==> src/rtl/libhdl_dwidth_down_pkg.sv <==
// Shared types for the width down-converter: holding-register occupancy state.
package libhdl_dwidth_down_pkg;

  typedef enum logic {
    StEmpty = 1'b0,
    StShift = 1'b1
  } dwd_state_e;

endpackage

==> src/rtl/libhdl_dwidth_down.sv <==
// Width down-converter: accepts one IN_LEN word per handshake and emits it as
// IN_LEN/OUT_LEN narrower beats, carrying the packet-end flag onto the final beat.
module libhdl_dwidth_down
  import libhdl_dwidth_down_pkg::*;
#(
  parameter int unsigned IN_LEN    = 32,
  parameter int unsigned OUT_LEN   = 8,
  parameter bit          MSB_FIRST = 1'b0
) (
  input  logic               i_clk,
  input  logic               i_rst_n,
  output logic               o_irdy,
  input  logic               i_ivld,
  input  logic [IN_LEN-1:0]  i_idat,
  input  logic               i_ilast,
  input  logic               i_ordy,
  output logic               o_ovld,
  output logic [OUT_LEN-1:0] o_odat,
  output logic               o_olast,
  output logic               o_busy
);

  localparam int unsigned RATIO   = IN_LEN / OUT_LEN;
  localparam int unsigned CNT_LEN = $clog2(RATIO);
  localparam logic [CNT_LEN-1:0] CntMax = CNT_LEN'(RATIO - 1);

`ifdef LIBHDL_ASSERT
  if ((IN_LEN % OUT_LEN) != 0 || RATIO < 2) begin : g_param_err
    $error("libhdl_dwidth_down: IN_LEN must be a multiple of OUT_LEN with ratio >= 2");
  end
`endif

  dwd_state_e         state_q, state_d;
  logic [IN_LEN-1:0]  sreg_q, sreg_d;
  logic [CNT_LEN-1:0] cnt_q, cnt_d;
  logic               lreg_q, lreg_d;

  logic full, ohs, ihs, last_beat;

  assign full      = (state_q == StShift);
  assign last_beat = (cnt_q == CntMax);
  assign ohs       = full & i_ordy;
  // Accept the next word in the same cycle the final beat leaves: no bubble.
  assign o_irdy    = i_rst_n & (~full | (ohs & last_beat));
  assign ihs       = o_irdy & i_ivld;

  assign o_ovld  = full;
  assign o_busy  = full;
  assign o_olast = full & lreg_q & last_beat;

  always_comb begin
    o_odat = '0;
    if (MSB_FIRST) begin
      o_odat = sreg_q[IN_LEN-1 -: OUT_LEN];
    end else begin
      o_odat = sreg_q[OUT_LEN-1:0];
    end
  end

  always_comb begin
    state_d = state_q;
    sreg_d  = sreg_q;
    cnt_d   = cnt_q;
    lreg_d  = lreg_q;
    if (ihs) begin
      state_d = StShift;
      sreg_d  = i_idat;
      lreg_d  = i_ilast;
      cnt_d   = '0;
    end else if (ohs) begin
      if (last_beat) begin
        state_d = StEmpty;
        cnt_d   = '0;
      end else begin
        cnt_d = cnt_q + 1'b1;
        if (MSB_FIRST) begin
          sreg_d = sreg_q << OUT_LEN;
        end else begin
          sreg_d = sreg_q >> OUT_LEN;
        end
      end
    end
  end

  always_ff @(posedge i_clk or negedge i_rst_n) begin
    if (!i_rst_n) begin
      state_q <= StEmpty;
      sreg_q  <= '0;
      cnt_q   <= '0;
      lreg_q  <= 1'b0;
    end else begin
      state_q <= state_d;
      sreg_q  <= sreg_d;
      cnt_q   <= cnt_d;
      lreg_q  <= lreg_d;
    end
  end

endmodule

==> config.mk <==
export PLATFORM = sky130hd
export DESIGN_NAME = libhdl_dwidth_down
export DESIGN_NICKNAME = d
export VERILOG_FILES = /design/src/rtl/libhdl_dwidth_down_pkg.sv /design/src/rtl/libhdl_dwidth_down.sv
export SDC_FILE = /design/constraint.sdc
export NUM_CORES = 1
export LEC_CHECK = 0
export ABC_AREA = 1
export BUFFER_PORTS_ARGS = -buffer_cell sky130_fd_sc_hd__buf_2
export CAP_MARGIN = 20
export CORE_ASPECT_RATIO = 1.2
export CORE_MARGIN = 1.5
export CORE_UTILIZATION = 49
export DETAILED_ROUTE_END_ITERATION = 10
export GPL_TIMING_DRIVEN = 0
export PLACE_DENSITY = 0.74
export SYNTH_ARGS = -nofsm -noshare
export SYNTH_HDL_FRONTEND = slang
export SYNTH_SLANG_ARGS = --single-unit
==> constraint.sdc <==
create_clock -name i_clk -period 3.25 [get_ports i_clk]
set_input_delay 0.65 -clock i_clk [delete_from_list [all_inputs] [get_ports i_clk]]
set_output_delay 0.65 -clock i_clk [all_outputs]
set_load 0.05 [all_outputs]
# After elaboration in Yosys (flattened, before gate mapping)
# Index checks and enable logic that the tools add are counted.
# totals
register_bits	36
in_bits	37
output_inout_bits	12
wordCells	28
# classes
n_addsub	1
n_eq_ne	2
n_mux	9
n_bitwise	8
n_reduce_logical	4
# ops
operator	count
32-bit 2-to-1 mux	3
1-bit bitwise AND	6
2-bit 2-to-1 mux	3
2-bit AND reduction	2
2-bit nonzero test	2
1-bit 2-to-1 mux	3
2-bit by 1-bit adder with 2-bit output, second input constant	1
2-bit equality test, second input constant	1
2-bit inequality test, second input constant	1
1-bit inverter	1
1-bit OR	1

# Depth between registers and ports, before layout
# Gate-level depths: netlist of run 1.
# depth
depth_word	7
mapped_depth	8
depth_no_buf	7

# Worst setup path after synthesis of run 1
# Ideal clock, no wire load.
# synth_timing
path_kind	reg-to-output
start	register state_q, in the netlist o_busy
end	output port o_olast
arrival_ns	1.501
required_ns	2.600
path_slack_ns	1.099
path_stages_with_launch	3
n_path_buf	0
cell_sequence	dfrtp_1 nand2_1 nor2_1
# synth_between
elab_chain_cells	2
# synth_lines
element	line_no	text
start, declared	libhdl_dwidth_down.sv:33	dwd_state_e state_q, state_d;
start signal, assigned	libhdl_dwidth_down.sv:87	state_q <= StEmpty;
start signal, assigned	libhdl_dwidth_down.sv:92	state_q <= state_d;
1-bit bitwise AND (2 in series)	libhdl_dwidth_down.sv:49	assign o_olast = full & lreg_q & last_beat;
end, declared	libhdl_dwidth_down.sv:19	output logic o_olast,
# No other way between the ends.

# Worst setup path in the final report of run 1
# layout_timing
start	input port i_rst_n
end	output port o_irdy
# layout_between
elab_chain_cells	1
# layout_lines
element	line_no	text
start, declared	libhdl_dwidth_down.sv:11	input logic i_rst_n,
1-bit bitwise AND	libhdl_dwidth_down.sv:44	assign o_irdy = i_rst_n & (~full | (ohs & last_beat));
end, declared	libhdl_dwidth_down.sv:12	output logic o_irdy,
# No other way between the ends.

==> results by group, run 1 <==
STA
  • Slew margin rel.: 0.468
  • FMAX: 334 MHz
  • Sum Neg Setup Slack: 0 ns
  • Skew final: 0.00486 ns
  • # setup viols final: 0
  • Tmin final: 2.99 ns
  • Final hold violations: 0
  • Slew @ Worst Pin: 0.799 ns
  • Period utilisation layout: 0.922
  • Final worst slack: 0.255 ns
  • RSZ-0062 raised after global routing: false
  • Final count of pins violating max slew: 0

Floorplanning
  • Core ar.: 4000 um^2
  • Die Width: 62.3 um
  • I/O pin count: 49
  • Std cell rows: 25
  • Die ar.: 4620 um^2
  • Die Span Y: 74.1 um
  • Initial core utilization: 0.516

Clock network
  • Worst-path clk slew: 0.07 ns
  • CTS tree: built
  • Insertion delay to the later sink of the worst-skew pair: 0.29 ns
  • CTS root buf: clkbuf_8
  • # hold bufs at CTS: 0
  • Post-CTS Resized: 0
  • Clock Path Buffers: 2
  • CTS sink count: 36
  • H-tree depth: 2
  • Post-CTS setup buffer count: 0
  • TritonCTS Buffers: 5

Logic synthesis
  • Syn avg cell area: 7.33 um^2
  • Synth cell types: 17
  • Register area share after synthesis: 0.436
  • Synthesis Warnings: 0
  • Syn Inst Count: 282
  • Synthesized flop and latch total: 36
  • Syn_nets: 320
  • Cell Area, Synth: 2070 um^2

Setup path
  • R2r setup slk: 1.69 ns
  • CP Data Required Time: 2.60 ns
  • Reg2Reg Depth: 8
  • CP endpoint kind: primary output
  • CP arrival: 2.34 ns
  • Startpoint types: input port
  • Critical Path Max Stage Delay: 0.61 ns
  • CP Class: in2out
  • Cell Chain, Critical Path: buf_2, buf_2, a21boi_2, buf_2
  • Critical Path Fanout Max: 37
  • CP most frequent cell: buf_2
  • FF-to-FF Start: cnt_q[0]
  • Reg-to-Reg End: sreg_q[3]
  • Critical-path top delay cell: buf_2

Route
  • DR pass1 iterations: 4
  • Antenna-violating nets left: 0
  • DRC: 0
  • Drt wl/cell: 11.8 um
  • Via density: 4.85
  • Vias: 1,898
  • DRT iter0 DRCs: 133
  • Final WL: 4610 um

Global route
  • Vias in the first global route: 1,807
  • GRT overflow: 0
  • First-pass GRT wire length: 7940 um
  • Largest net degree at the start of global routing: 38
  • Total Routing Usage GR: 0.220
  • Initial antenna violation count: 0

Pwr
  • Total power after layout: 2.20 mW
  • Reg power frac: 0.342
  • Comb power frac: 0.460
  • Pint: 1.26 mW
  • Max rail drop VDD: 400 uV
  • P per Cell Area: 883 nW/um^2
  • LEAKAGE: 1.49 nW
  • Switching share of power: 0.426
  • P_sw: 0.940 mW
  • Clock share of power: 0.198

Final layout
  • Final core occ: 0.623
  • Net count reported at finish: 374
  • Most common cell after layout, fill and taps aside: nand2_1
  • Layout area overhead: 20.8%
  • Most frequent cells in the layout: nand2_1, buf_2, nand3_1
  • Share of cells above drive strength 1: 0.255
  • Ant. Diodes: 0

Placement
  • Routability cong.: 0.841
  • Buffers on Ports: 47
  • Dpl hpwl: 3300 um
  • Setup WS pre-CTS: 0.199 ns

Hold path
  • Hold WC Path Type: in2async

Run
  • Max_cap viols: 0

Status
  • Status: finished, final reports clean
registers in the layout, indices dropped and copies added (netlist names):
signal,count
sreg_q,32
cnt_q,2
lreg_q,1
o_busy,1
cells by family (layout without fill, tap and decap cells):
family,after synthesis,in the layout,synth area share
simple gates,186,186,0.406
buf+inv,57,112,0.144
flops,36,36,0.436
compound gates,2,2,0.00787
fa+ha+maj,1,1,0.00606
worst max-delay path by stage:
stage,startpoint,end,cells after the start
after detailed placement,i_rst_n,o_irdy,4
final,i_rst_n,o_irdy,4
after floorplan,o_busy,o_olast,2
after global routing,i_rst_n,o_irdy,4
after global placement,i_rst_n,o_irdy,4
after CTS,i_rst_n,o_irdy,4
per-layer routing:
| metal | wire length [um] | track usage | vias to the layer above |
|---|---|---|---|
| li1 | - | - | 998 |
| met1 | 2100 | 0.274 | 837 |
| met2 | 2200 | 0.378 | 53 |
| met3 | 197 | 0.0272 | 10 |
| met4 | 106 | 0.126 | 0 |
| met5 | 0 | 0 | - |
synthesized netlist by cell type:
cell      count  share of area
nand3_1      41          0.099
buf_2        10          0.024
dfrtp_1      36           0.44
nor2_4        1         0.0055
nand4_1      24          0.073
clkbuf_1      5         0.0091
ha_1          1         0.0061
a21boi_2      1         0.0055
nand3_2       1         0.0048
nand2_2       3         0.0091
buf_6         5          0.027
nand2_1     114           0.21
inv_1        28          0.051
buf_4         9          0.033
nand2_4       1         0.0055
o21ai_0       1         0.0024
nor2_1        1         0.0018
area by class of cell:
class,instances,area (um^2)
Timing Repair Buffer,47,235
Tap cell,54,67.6
Inverter,28,105
Sequential cell,36,901
Clock inverter,1,30.0
Buffer,29,193
Multi-Input combinational cell,189,867
Fill cell,406,1510
Clock buffer,7,96.3
worst max-delay path, delay by kind of cell:
kind,cells,cell delay (ns)
AO/OA/AOI/OAI,1,0.40
buffers and inverters,3,1.28
power by group through the flow:
stage          combinational (mW)  clock, mW  sequential [mW]
6_report                     1.01      0.436            0.754
5_1_grt                      1.14      0.462            0.781
4_1_cts                      1.02      0.442            0.751
3_5_place_dp                 1.01          0            0.761
3_3_place_gp                0.998          0            0.756
2_1_floorplan               0.799          0            0.749
metrics by stage:
step	std cells	cell area, um^2	hold slack [ns]
2_1_floorplan	282	2070	0.354
3_3_place_gp	383	2370	0.478
3_5_place_dp	383	2370	0.491
4_1_cts	391	2490	0.472
5_1_grt	391	2490	0.497
6_report	391	2490	0.444
Power figures use the tool's default switching activity.
==> run 2: changes to the inputs <==
--- a/config.mk
+++ b/config.mk
@@ -9,7 +9,6 @@
 export BUFFER_PORTS_ARGS = -buffer_cell sky130_fd_sc_hd__buf_2
 export CAP_MARGIN = 20
 export CORE_ASPECT_RATIO = 1.2
-export CORE_MARGIN = 1.5
 export CORE_UTILIZATION = 49
 export DETAILED_ROUTE_END_ITERATION = 10
 export GPL_TIMING_DRIVEN = 0
==> constraint.sdc (replaced) <==
create_clock -name i_clk -period 3.65 [get_ports i_clk]
set_input_delay 0.73 -clock i_clk [delete_from_list [all_inputs] [get_ports i_clk]]
set_output_delay 0.73 -clock i_clk [all_outputs]
set_load 0.05 [all_outputs]
==> results by group, run 2 (synthesis gave the netlist of run 1 again) <==
Final layout
  • Final Non-Filler Cells: 391 (unchanged)
  • Final core occ: 0.619 (-0.00375)
  • Reg with most FFs: sreg_q
  • Largest regs: sreg_q: 32 flops, cnt_q: 2 flops
  • Net count reported at finish: 374 (unchanged)
  • Area of the multi-input gates: 867 um^2 (unchanged)
  • Filler instances: 412 (+1.5%)
  • Final Cell Area: 2480 um^2 (-0.60%)
  • Most frequent cells in the layout: nand2_1, buf_2, nand3_1
  • Largest register FFs: 32 (unchanged)
  • Reg area: 901 um^2 (unchanged)
  • Ant. Diodes: 0 (unchanged)
  • Layout area overhead: 20.0%
  • Most common cell after layout, fill and taps aside: nand2_1
  • Share of cells above drive strength 1: 0.255 (unchanged)

Route
  • Via density: 4.97 (+2.4%)
  • Final WL: 4630 um (+0.52%)
  • DRT iter0 DRCs: 128 (-3.8%)
  • Vias: 1,944 (+2.4%)
  • DRC: 0 (unchanged)
  • Antenna-violating nets left: 0 (unchanged)
  • DR pass1 iterations: 4 (unchanged)
  • Drt wl/cell: 11.8 um (+0.52%)

Floorplanning
  • I/O pin count: 49 (unchanged)
  • Die ar.: 4480 um^2 (-2.9%)
  • Die Width: 61.3 um (-1.6%)
  • Initial core utilization: 0.516 (unchanged)
  • Std cell rows: 25 (unchanged)
  • Core ar.: 4000 um^2 (unchanged)
  • Die Span Y: 73.1 um (-1.3%)

Setup path
  • R2r setup slk: 2.06 ns (+0.37 ns)
  • CP Data Required Time: 2.92 ns (+0.32 ns)
  • Startpoint types: input port
  • Reg2Reg Depth: 8 (unchanged)
  • CP Class: in2out
  • CP endpoint kind: primary output
  • Critical Path Max Stage Delay: 0.61 ns (about the same)
  • Crit path launch: i_rst_n
  • Critical-path top delay cell: buf_2
  • FF-to-FF Start: cnt_q[0]
  • Critical Path Fanout Max: 37 (unchanged)
  • CP arrival: 2.44 ns (+0.10 ns)
  • Cell Chain, Critical Path: buf_2, buf_2, a21boi_2, buf_2
  • Reg-to-Reg End: sreg_q[4]
  • CP most frequent cell: buf_2

Global route
  • Initial antenna violation count: 0 (unchanged)
  • GRT overflow: 0 (unchanged)
  • Total Routing Usage GR: 0.237 (+0.0170)
  • Largest net degree at the start of global routing: 38 (unchanged)
  • First-pass GRT wire length: 7860 um (-1.0%)
  • Vias in the first global route: 1,792 (-0.83%)

Clock network
  • Clock Path Buffers: 2 (unchanged)
  • Worst-path clk slew: 0.07 ns (about the same)
  • Post-CTS setup buffer count: 0 (unchanged)
  • Insertion delay to the later sink of the worst-skew pair: 0.29 ns (about the same)
  • Post-CTS Resized: 0 (unchanged)
  • # hold bufs at CTS: 0 (unchanged)
  • TritonCTS Buffers: 5 (unchanged)
  • CTS sink count: 36 (unchanged)
  • H-tree depth: 2 (unchanged)
  • CTS root buf: clkbuf_8
  • CTS tree: built

Placement
  • Buffers on Ports: 47 (unchanged)
  • Setup WS pre-CTS: 0.427 ns (+0.228 ns)
  • Dpl hpwl: 3310 um (+0.34%)
  • Routability cong.: 0.843 (+0.23%)
  • Placed Cells: 383 (unchanged)
  • Placement Cell Area: 2370 um^2 (unchanged)

Pwr
  • Total power after layout: 1.93 mW (-12%)
  • Max rail drop VDD: 360 uV (-10%)
  • P per Cell Area: 779 nW/um^2 (-12%)
  • LEAKAGE: 1.48 nW (-0.69%)

Status
  • Status: finished, final reports clean

STA
  • Final worst slack: 0.477 ns (+0.222 ns)
  • Period utilisation layout: 0.869
  • Skew final: 0.00706 ns (+0.00221 ns)
  • Final hold violations: 0 (unchanged)
  • Tmin final: 3.17 ns
  • Sum Neg Setup Slack: 0 ns (unchanged)
  • Hold_ws: 0.497 ns (+0.0535 ns)
  • RSZ-0062 raised after global routing: false
  • # setup viols final: 0 (unchanged)
  • Slew margin rel.: 0.461 (-0.00628)
  • Final count of pins violating max slew: 0 (unchanged)
  • Slew @ Worst Pin: 0.808 ns (+0.00942 ns)
  • FMAX: 315 MHz

Hold path
  • Hold Crit Start: lreg_q
  • Sink of the worst hold path: lreg_q
  • Hold WC Path Type: reg2reg
  • Worst Hold Path Cells: 2

Run
  • Max_cap viols: 0 (unchanged)
## run 2: cell count changes in the layout (fill, tap and decap cells not counted), sizes merged
| cell | delta |
|---|---|
| clkinvlp | +1 |
| clkinv | +1 |
| clkbuf | -2 |
## run 2: worst max-delay path: cells and delay by family
kind                   cells  cell delay (ns)
AOI/OAI and AO/OA          1             0.41
buffers and inverters      3             1.29
## run 2: power by group
| group | internal [mW] | total [mW] | leakage [nW] | switching, mW |
|---|---|---|---|---|
| Combinational | 0.316 | 0.905 | 0.973 | 0.589 |
| Sequential | 0.568 | 0.672 | 0.457 | 0.104 |
| Clock | 0.202 | 0.356 | 0.0541 | 0.153 |
| Total | 1.09 | 1.93 | 1.48 | 0.846 |
## run 2: how the worst max path moves through the flow
stage | end | slack (ns) | cells past startpoint
after floorplan | o_irdy | 1.38 | 2
after global placement | o_irdy | 0.44 | 4
after detailed placement | o_irdy | 0.43 | 4
after CTS | o_irdy | 0.42 | 4
after global routing | o_irdy | 0.26 | 4
final | o_irdy | 0.48 | 4
## run 2: area by class of cell
cell class                      instances  area share
Sequential cell                        36       0.363
Multi-Input combinational cell        189       0.350
Timing Repair Buffer                   47      0.0949
Buffer                                 29      0.0777
Inverter                               28      0.0424
Clock buffer                            5      0.0277
Tap cell                               54      0.0272
Clock inverter                          3      0.0172
## run 2: metal layers
layer | track usage | up-vias | wire [um] | share of wire
li1 | - | 996 | - | -
met1 | 0.304 | 893 | 2120 | 0.46
met2 | 0.390 | 47 | 2250 | 0.48
met3 | 0.0496 | 8 | 179 | 0.039
met4 | 0.0783 | 0 | 86 | 0.019
met5 | 0 | - | 0 | 0
